===== config.mk =====
export PLATFORM = sky130hd
export DESIGN_NAME = digit_chain_counter
export DESIGN_NICKNAME = d
export VERILOG_FILES = /design/src/rtl/digit_chain_counter.sv
export SDC_FILE = /design/constraint.sdc
export NUM_CORES = 1
export LEC_CHECK = 0
export CELL_PAD_IN_SITES_DETAIL_PLACEMENT = 2
export CELL_PAD_IN_SITES_GLOBAL_PLACEMENT = 2
export CORE_MARGIN = 5
export CORE_UTILIZATION = 29
export DETAILED_ROUTE_END_ITERATION = 16
export PLACE_DENSITY_LB_ADDON = 0.1
export SKIP_LAST_GASP = 1
export SYNTH_ARGS = -nofsm -noshare
export SYNTH_HDL_FRONTEND = slang
export SYNTH_HIERARCHICAL = 1
export SYNTH_SLANG_ARGS = --single-unit
export TNS_END_PERCENT = 5

===== constraint.sdc =====
create_clock -name clk -period 3.3 [get_ports clk]
set_clock_uncertainty 0.2 [all_clocks]
set_input_delay 0.66 -clock clk [delete_from_list [all_inputs] [get_ports clk]]
set_output_delay 0.66 -clock clk [all_outputs]
set_load 0.02 [all_outputs]

===== src/rtl/digit_chain_counter.sv =====
// digit_chain_counter: cascade of modulo-N digit counters with per-digit
// terminal values, up/down counting, clamped parallel load, optional
// saturation at the chain limits and a one-cycle full-chain wrap pulse.

// Per-digit combinational slice: limit decode, next value when stepping,
// and clamping of a load value to this digit's terminal value.
module digit_chain_cell #(
    parameter int          DW   = 4,
    parameter logic [DW-1:0] MAXD = '1
) (
    input  logic [DW-1:0] q,
    input  logic [DW-1:0] ld_val,
    input  logic          step,
    input  logic          up,
    output logic [DW-1:0] nxt,
    output logic [DW-1:0] ld_clamped,
    output logic          at_max,
    output logic          at_zero
);

    assign at_max  = (q == MAXD);
    assign at_zero = (q == '0);

    // Out-of-range load fields saturate to the terminal value, so the
    // register never holds a digit above its max.
    assign ld_clamped = (ld_val > MAXD) ? MAXD : ld_val;

    // Step the digit: up wraps max->0, down wraps 0->max.
    always_comb begin
        nxt = q;
        if (step) begin
            if (up) nxt = at_max  ? '0   : q + DW'(1);
            else    nxt = at_zero ? MAXD : q - DW'(1);
        end
    end

endmodule

module digit_chain_counter #(
    parameter int                     DIGITS  = 4,
    parameter int                     DW      = 4,
    parameter logic [DIGITS*DW-1:0]   MAX_VEC = 16'h5959,
    parameter bit                     WRAP    = 1'b1
) (
    input  logic                 clk,
    input  logic                 Reset,
    input  logic                 Enable,
    input  logic                 Up,
    input  logic                 Load,
    input  logic [DIGITS*DW-1:0] LoadVal,
    output logic [DIGITS*DW-1:0] Q,
    output logic                 Rollover,
    output logic                 AtMax,
    output logic                 AtZero
);

    logic [DIGITS-1:0][DW-1:0] q_r;
    logic [DIGITS-1:0][DW-1:0] q_nxt;
    logic [DIGITS-1:0][DW-1:0] ld_arr;
    logic [DIGITS-1:0][DW-1:0] ld_clamped;
    logic [DIGITS-1:0]         at_max_d;
    logic [DIGITS-1:0]         at_zero_d;
    logic [DIGITS-1:0]         carry_up;
    logic [DIGITS-1:0]         carry_dn;
    logic [DIGITS-1:0]         step;
    logic                      chain_wrap;
    logic                      rollover_r;

    assign ld_arr = LoadVal;

    // Digit i steps when all lower digits sit at their limit for the
    // current direction; digit 0 always steps.
    assign carry_up[0] = 1'b1;
    assign carry_dn[0] = 1'b1;

    genvar i;
    generate
        for (i = 0; i < DIGITS; i++) begin : g_dig
            if (i > 0) begin : g_carry
                assign carry_up[i] = carry_up[i-1] & at_max_d[i-1];
                assign carry_dn[i] = carry_dn[i-1] & at_zero_d[i-1];
            end
            assign step[i] = Up ? carry_up[i] : carry_dn[i];

            digit_chain_cell #(
                .DW   (DW),
                .MAXD (MAX_VEC[i*DW +: DW])
            ) u_cell (
                .q          (q_r[i]),
                .ld_val     (ld_arr[i]),
                .step       (step[i]),
                .up         (Up),
                .nxt        (q_nxt[i]),
                .ld_clamped (ld_clamped[i]),
                .at_max     (at_max_d[i]),
                .at_zero    (at_zero_d[i])
            );
        end
    endgenerate

    assign AtMax  = &at_max_d;
    assign AtZero = &at_zero_d;

    // The natural carry cascade already produces all-zero (up) or all-max
    // (down) on a full-chain wrap; saturate mode just suppresses that step.
    assign chain_wrap = Up ? AtMax : AtZero;

    // Count register and wrap pulse: Reset > Load > Enable > hold.
    always_ff @(posedge clk) begin
        if (Reset) begin
            q_r        <= '0;
            rollover_r <= 1'b0;
        end else if (Load) begin
            q_r        <= ld_clamped;
            rollover_r <= 1'b0;
        end else if (Enable) begin
            if (!(chain_wrap && !WRAP)) q_r <= q_nxt;
            rollover_r <= chain_wrap && WRAP;
        end else begin
            rollover_r <= 1'b0;
        end
    end

    assign Q        = q_r;
    assign Rollover = rollover_r;

endmodule


After elaboration in Yosys (flattened, before gate mapping):

Cells that the tools add are included.

* bits in registers: 17
* word-level logic and storage cells: 65

* eq/ne operators: 4
* muxes and demuxes: 25
* order comparisons: 4
* reduce and logical (&&, ||, !) cells: 14
* add/subtract/negate cells: 8
* bitwise logic cells: 5

Operators by type and width (number)
* 4-bit 2-to-1 mux: 19
* 16-bit 2-to-1 mux: 2
* 4-bit by 1-bit adder with 4-bit output, second input constant: 4
* 4-bit logical NOT: 4
* 4-bit by 1-bit subtractor with 4-bit output, second input constant: 4
* 4-bit by 3-bit == test with 1-bit output, second input constant: 2
* 4-bit == test, second input constant: 2
* 4-bit by 3-bit > comparator with 1-bit output, second input constant: 2
* 4-bit > comparator, second input constant: 2
* 4-bit AND reduction: 2
* 2-bit nonzero test: 4
* 2-bit AND reduction: 3
* 1-bit AND: 4
* 1-bit 2-to-1 mux: 4
* 3-bit OR reduction: 1
* 1-bit inverter: 1

Depth between registers and ports, before layout:

Gate-level depths: netlist of the first run.

* depth after elaboration: 7
* gate-level depth with buffers: 11
* depth with buffers taken out: 10

Cells and area by module:

Netlist of the first run, hierarchy kept.

By module, submodules not included
* digit_chain_counter: cells each 99, area each 907.1 um^2, instances 1
* digit_chain_cell at g_dig[0].u_cell ...: cells each 34, area each 247.7 um^2, instances 2
* digit_chain_cell at g_dig[1].u_cell ...: cells each 29, area each 195.2 um^2, instances 2

Least setup slack after synthesis of the first run:

OpenSTA, ideal clock, no wires.

* path type: reg-to-reg
* start point: reg q_r (netlist bit Q[0])
* end point: reg q_r (netlist bit Q[15])
* data required time: 2986 ps
* cell stages (with the launch flop): 11
* arrival: 2465 ps
* setup time: 114 ps
* slack: 521 ps
* cell sequence: dfxtp_1 > buf_6 > nor4_1 > nand3_1 > o21ai_0 > or4b_4 > a21oi_1 > nor2_1 > mux2i_1 > o21ai_0 > nor2b_1

* longest elaborated chain between the ends: 6

RTL lines
* start: declaration: line 57 `logic [DIGITS-1:0][DW-1:0] q_r;`
* start signal: assignment: line 114 `q_r <= ld_clamped;`
* start signal: assignment: line 117 `if (!(chain_wrap && !WRAP)) q_r <= q_nxt;`
* 4-bit logical NOT: line 22 `assign at_zero = (q == '0);`
* net at_zero_d[0]: line 62 `logic [DIGITS-1:0] at_zero_d;`
* 1-bit AND (2 in series): line 81 `assign carry_dn[i] = carry_dn[i-1] & at_zero_d[i-1];`
* 1-bit 2-to-1 mux: line 83 `assign step[i] = Up ? carry_up[i] : carry_dn[i];`
* net step[3]: line 65 `logic [DIGITS-1:0] step;`
* 2-bit nonzero test (no source line)
* 2-bit AND reduction (no source line)

The timed path passes the listed nets, and every way through them passes these cells.
A chain may end at the register's enable or synchronous reset.

Worst setup path after layout of the first run:

* start point: reg q_r (netlist bit Q[0])
* end point: out AtMax

* longest elaborated chain between the ends: 2

RTL lines
* 4-bit == test: line 21 `assign at_max = (q == MAXD);`
* net at_max_d[0]: line 61 `logic [DIGITS-1:0] at_max_d;`
* 4-bit AND reduction: line 101 `assign AtMax = &at_max_d;`
* end: declaration: line 53 `output logic AtMax,`

The timed path passes the listed nets, and every way through them passes these cells.

==> results.toml, run 1 <==
[grt]
grt_pass1_vias = 1833
grt_pass1_wl_um = 9180
grt_usage = 0.147
overflow = 0
grt_max_degree = 34
antenna_found_initial = 0

[timing]
slew_violations = 0
slew_headroom = 0.541
tightest_slew_ns = 0.687
fmax_mhz = 326
tns_ns = 0
fin_crit_sh = 0.928
grt_setup_unrepaired = "false"
hold_viol = 0
period_needed_ns = 3.06
fin_hold_ws_ns = 0.592
setup_viol = 0

[power_and_ir_drop]
peakVddDrop_mv = 0.125
p_total_uw = 646
p_per_area_nw_per_um2 = 283
p_leak_nw = 0.961

[synthesis]
yosysTopAreaCell = "dfxtp_1"
synthCells = 225
syn_area_sq_um = 1790
synth_edf_count = 0
ys_top_cells_by_area = "dfxtp_1 19%, mux2i_1 11%, nand2_1 5.2%"
yosysTopAreaCellShare = 0.190
synth.yosys.seq_area_share = 0.190
async_flop_share = 0
yosys_register_bits = 17
synth_cell_types = 42
yosys_warnings = 6
synth_ff_type = "dfxtp_1"
syn_area_per_cell_sq_um = 7.97

[setup_path]
worstSetupStartpointType = "flop"
crit_fanout = 14
r2r-start = "Q[0]"
startpoint = "Q[0]"
crit_path_end_kind = "primary output"
required_ns = 2.44
arrival_ns = 2.20
critPathKind = "flop to primary output"

[detailed_routing]
post_drt_wl_per_cell_um = 15.4
vias = 1767
drtIter0Drc = 26
drt_pass1_iterations = 4
routed_wl_um = 5290
vias_per_cell = 5.14
postRouteAntennaNets = 0
drc = 0

[place]
dp_cells = 340
portBuffers = 39
gp_congestion = 0.766
dp_hpwl_um = 3940

[clock_network]
cts-buffers-inserted = 3
cts_root_buffer = "clkbuf_8"
cts_resized = 0
hold_buffers = 0
clock_latency_ns = 0.26
cts_tree = "yes"
cts_max_level = 1
cts_sinks = 17
cts_setup_buffers = 0
clk_pin_slew_worst_paths_ns = 0.07
clockBufferDepth = 2

[finish]
synthToLayoutAreaGrowth_pct = 27.4
nFillCells = 711
drive_gt1_frac = 0.119
final_cell_mix = "39 x clkdlybuf4s50_1, 25 x nand2_1, 19 x mux2i_1"
final_common_cell = "clkdlybuf4s50_1"
regArea_sq_um = 340
diodes = 0
multiInputGateArea_sq_um = 1260
layout.cells.non_filler = 344
nets = 291

[floorplan]
die_area_sq_um = 7860
chipWidth_um = 88.6
die_h_um = 88.6
std_cell_rows = 28
initial_utilization = 0.301
boundaryPins = 40
coreArea_sq_um = 5960

[run_status]
status = "finished clean"

[run]
cap_violations = 0

[min_path]
hp-class = "flop to flop"
worstHoldStart = "Q[10]"
[final timing paths]
path	end	slack [ns]	cells after the start
worst max register to register	Q[11]	0.56	10
worst min register to register	Q[10]	0.59	3
worst max-delay path	AtMax	0.24	5
worst min-delay path	Q[10]	0.59	3
[flip-flops by register name, summed over array words and instances, names as in the netlist]
signal / cells
Rollover: 1
Q: 16
[cells by family (layout without fill, tap and decap cells)]
logic type                after synthesis  in the layout  synth area share
and+or+nand+nor                        89             89             0.301
AOI/OAI and AO/OA                      56             56             0.215
buffers and inverters                  28             66             0.117
muxes                                  20             20             0.112
DFF                                    17             17             0.190
xor gates and xnor gates               12             12            0.0586
other                                   3              9           0.00628
[critical path: stages, from the launching register on]
cell	delay [ns]
dfxtp_1	0.35
buf_4	0.22
nor4bb_1	0.32
buf_4	0.19
and4_1	0.22
clkdlybuf4s50_1	0.64
[routing by layer]
metal | wire length (um) | vias up | track usage
li1 | - | 875 | -
met1 | 2430 | 864 | 0.189
met2 | 2630 | 24 | 0.255
met3 | 203 | 4 | 0.0279
met4 | 32 | 0 | 0.0288
met5 | 0 | - | 0
[synth_stat cells (3+ instances only)]
| library cell | count |
|---|---|
| xor2_1 | 8 |
| o21bai_1 | 4 |
| nand2b_1 | 6 |
| dfxtp_1 | 17 |
| nor4b_2 | 3 |
| xnor2_1 | 4 |
| o21ai_1 | 11 |
| and2b_1 | 9 |
| nor2_1 | 6 |
| buf_4 | 3 |
| buf_6 | 7 |
| conb_1 | 3 |
| nor4_1 | 4 |
| a21boi_0 | 6 |
| buf_2 | 5 |
| nor3_1 | 4 |
| nand4_1 | 5 |
| nor2b_1 | 11 |
| a21oi_1 | 4 |
| inv_1 | 6 |
| o21ai_0 | 13 |
| o211ai_1 | 6 |
| clkbuf_1 | 3 |
| mux2i_1 | 19 |
| nand2_1 | 25 |
[power by group]
part,internal [mW],leakage (nW),switching [mW]
logic,0.123,0.798,0.123
registers,0.217,0.140,0.0168
clock network,0.0859,0.0228,0.0805
total,0.426,0.961,0.220
[metrics by stage]
stage	worst slack, ns	instance area (sq um)	util
global placement	0.305	2240	0.376
detailed placement	0.220	2240	0.376
finish	0.237	2280	0.384
floorplan	0.521	1820	-
CTS	0.220	2280	0.384
global route	0.103	2280	0.384
[area by class of cell]
cell class / count / area share
multi-input combinational: 186 / 0.554
tap: 75 / 0.0411
clock buffer: 4 / 0.0197
sequential: 17 / 0.149
timing repair buffer: 56 / 0.227
inverter: 6 / 0.00986
Note: power is estimated with default switching activity, not from simulation.
==> run 2: changes to the inputs <==
- MAX_ROUTING_LAYER: default -> met4
==> results.toml, run 2 (synthesis gave the netlist of run 1 again) <==
[detailed_routing]
drtIter0Drc = 28
routed_wl_um = 5320
post_drt_wl_per_cell_um = 15.5
vias_per_cell = 5.14
drt_pass1_iterations = 4
postRouteAntennaNets = 0
vias = 1767
drc = 0

[min_path]
hp-class = "flop to flop"

[power_and_ir_drop]
p_leak_nw = 0.961
p_per_area_nw_per_um2 = 283
peakVddDrop_mv = 0.125

[timing]
period_needed_ns = 3.06
grt_setup_unrepaired = "false"
slew_violations = 0
hold_viol = 0
tns_ns = 0
tightest_slew_ns = 0.695
fin_crit_sh = 0.929
setup_viol = 0
slew_headroom = 0.535
fmax_mhz = 326

[grt]
grt_max_degree = 34
overflow = 0
grt_pass1_wl_um = 9180
grt_usage = 0.151
grt_pass1_vias = 1837
antenna_found_initial = 0

[clock_network]
clockBufferDepth = 2
cts_resized = 0
cts_sinks = 17
clock_latency_ns = 0.26
cts_tree = "yes"
cts_setup_buffers = 0
hold_buffers = 0
cts_max_level = 1
cts_root_buffer = "clkbuf_8"
clk_pin_slew_worst_paths_ns = 0.07
cts-buffers-inserted = 3

[floorplan]
die_h_um = 88.6
coreArea_sq_um = 5960
die_area_sq_um = 7860
boundaryPins = 40
chipWidth_um = 88.6
initial_utilization = 0.301
std_cell_rows = 28

[finish]
nFillCells = 711
largest_reg_flops = 16
synthToLayoutAreaGrowth_pct = 27.4
design_area_sq_um = 2280
final_common_cell = "clkdlybuf4s50_1"
layout.cells.non_filler = 344
diodes = 0
drive_gt1_frac = 0.119
nets = 291
final_cell_mix = "39 x clkdlybuf4s50_1, 25 x nand2_1, 19 x mux2i_1"

[setup_path]
crit_path_end_kind = "primary output"
crit_fanout = 14
required_ns = 2.44
worstSetupStartpointType = "flop"
critPathKind = "flop to primary output"
arrival_ns = 2.20

[run]
cap_violations = 0

[place]
placed_area_sq_um = 2240
gp_congestion = 0.777
dp_cells = 340
dp_hpwl_um = 3940
portBuffers = 39

[run_status]
status = "finished clean"
-- run 2: cell counts in the layout (fill, tap and decap cells not counted) --
No cell type changed its count.
-- run 2: path summary, 6_finish.rpt --
kind | endpoint | slack [ns] | cells past startpoint | startpoint
worst max register to register | Q[11] | 0.56 | 10 | Q[0]
worst max-delay path | AtMax | 0.24 | 5 | Q[0]
worst min-delay path | Q[10] | 0.59 | 3 | Q[10]
worst min register to register | Q[10] | 0.59 | 3 | Q[10]
-- run 2: through the flow --
step,setup WS [ns],hold slack [ns],utilization,power (mW)
global route,0.100,0.664,0.384,0.690
global placement,0.305,0.575,0.376,0.483
floorplan,0.521,0.522,-,0.401
CTS,0.220,0.608,0.384,0.658
detailed placement,0.220,0.599,0.376,0.488
finish,0.236,0.592,0.384,0.646
-- run 2: cell type report --
class,count,area (sq um),share of cell area
well taps,75,93.8,0.0411
clock buffers,4,45.0,0.0197
repair buffers,56,518,0.227
inverters,6,22.5,0.00986
multi-input cells,186,1260,0.554
flip-flops and latches,17,340,0.149
-- run 2: worst max-delay path, stage by stage, from the launching register on --
cell             delay [ns]
dfxtp_1                0.35
buf_4                  0.23
nor4bb_1               0.32
buf_4                  0.19
and4_1                 0.22
clkdlybuf4s50_1        0.64
-- run 2: power breakdown --
group	switching (mW)	internal [mW]
Clock	0.0805	0.0859
Sequential	0.0167	0.217
Combinational	0.123	0.123
-- run 2: per-layer routing --
metal	up-vias	track usage	wire [um]
met2	24	0.255	2650
met4	0	0.0288	17
li1	875	-	-
met1	866	0.191	2460
met3	2	0.0261	188
met5	-	-	0
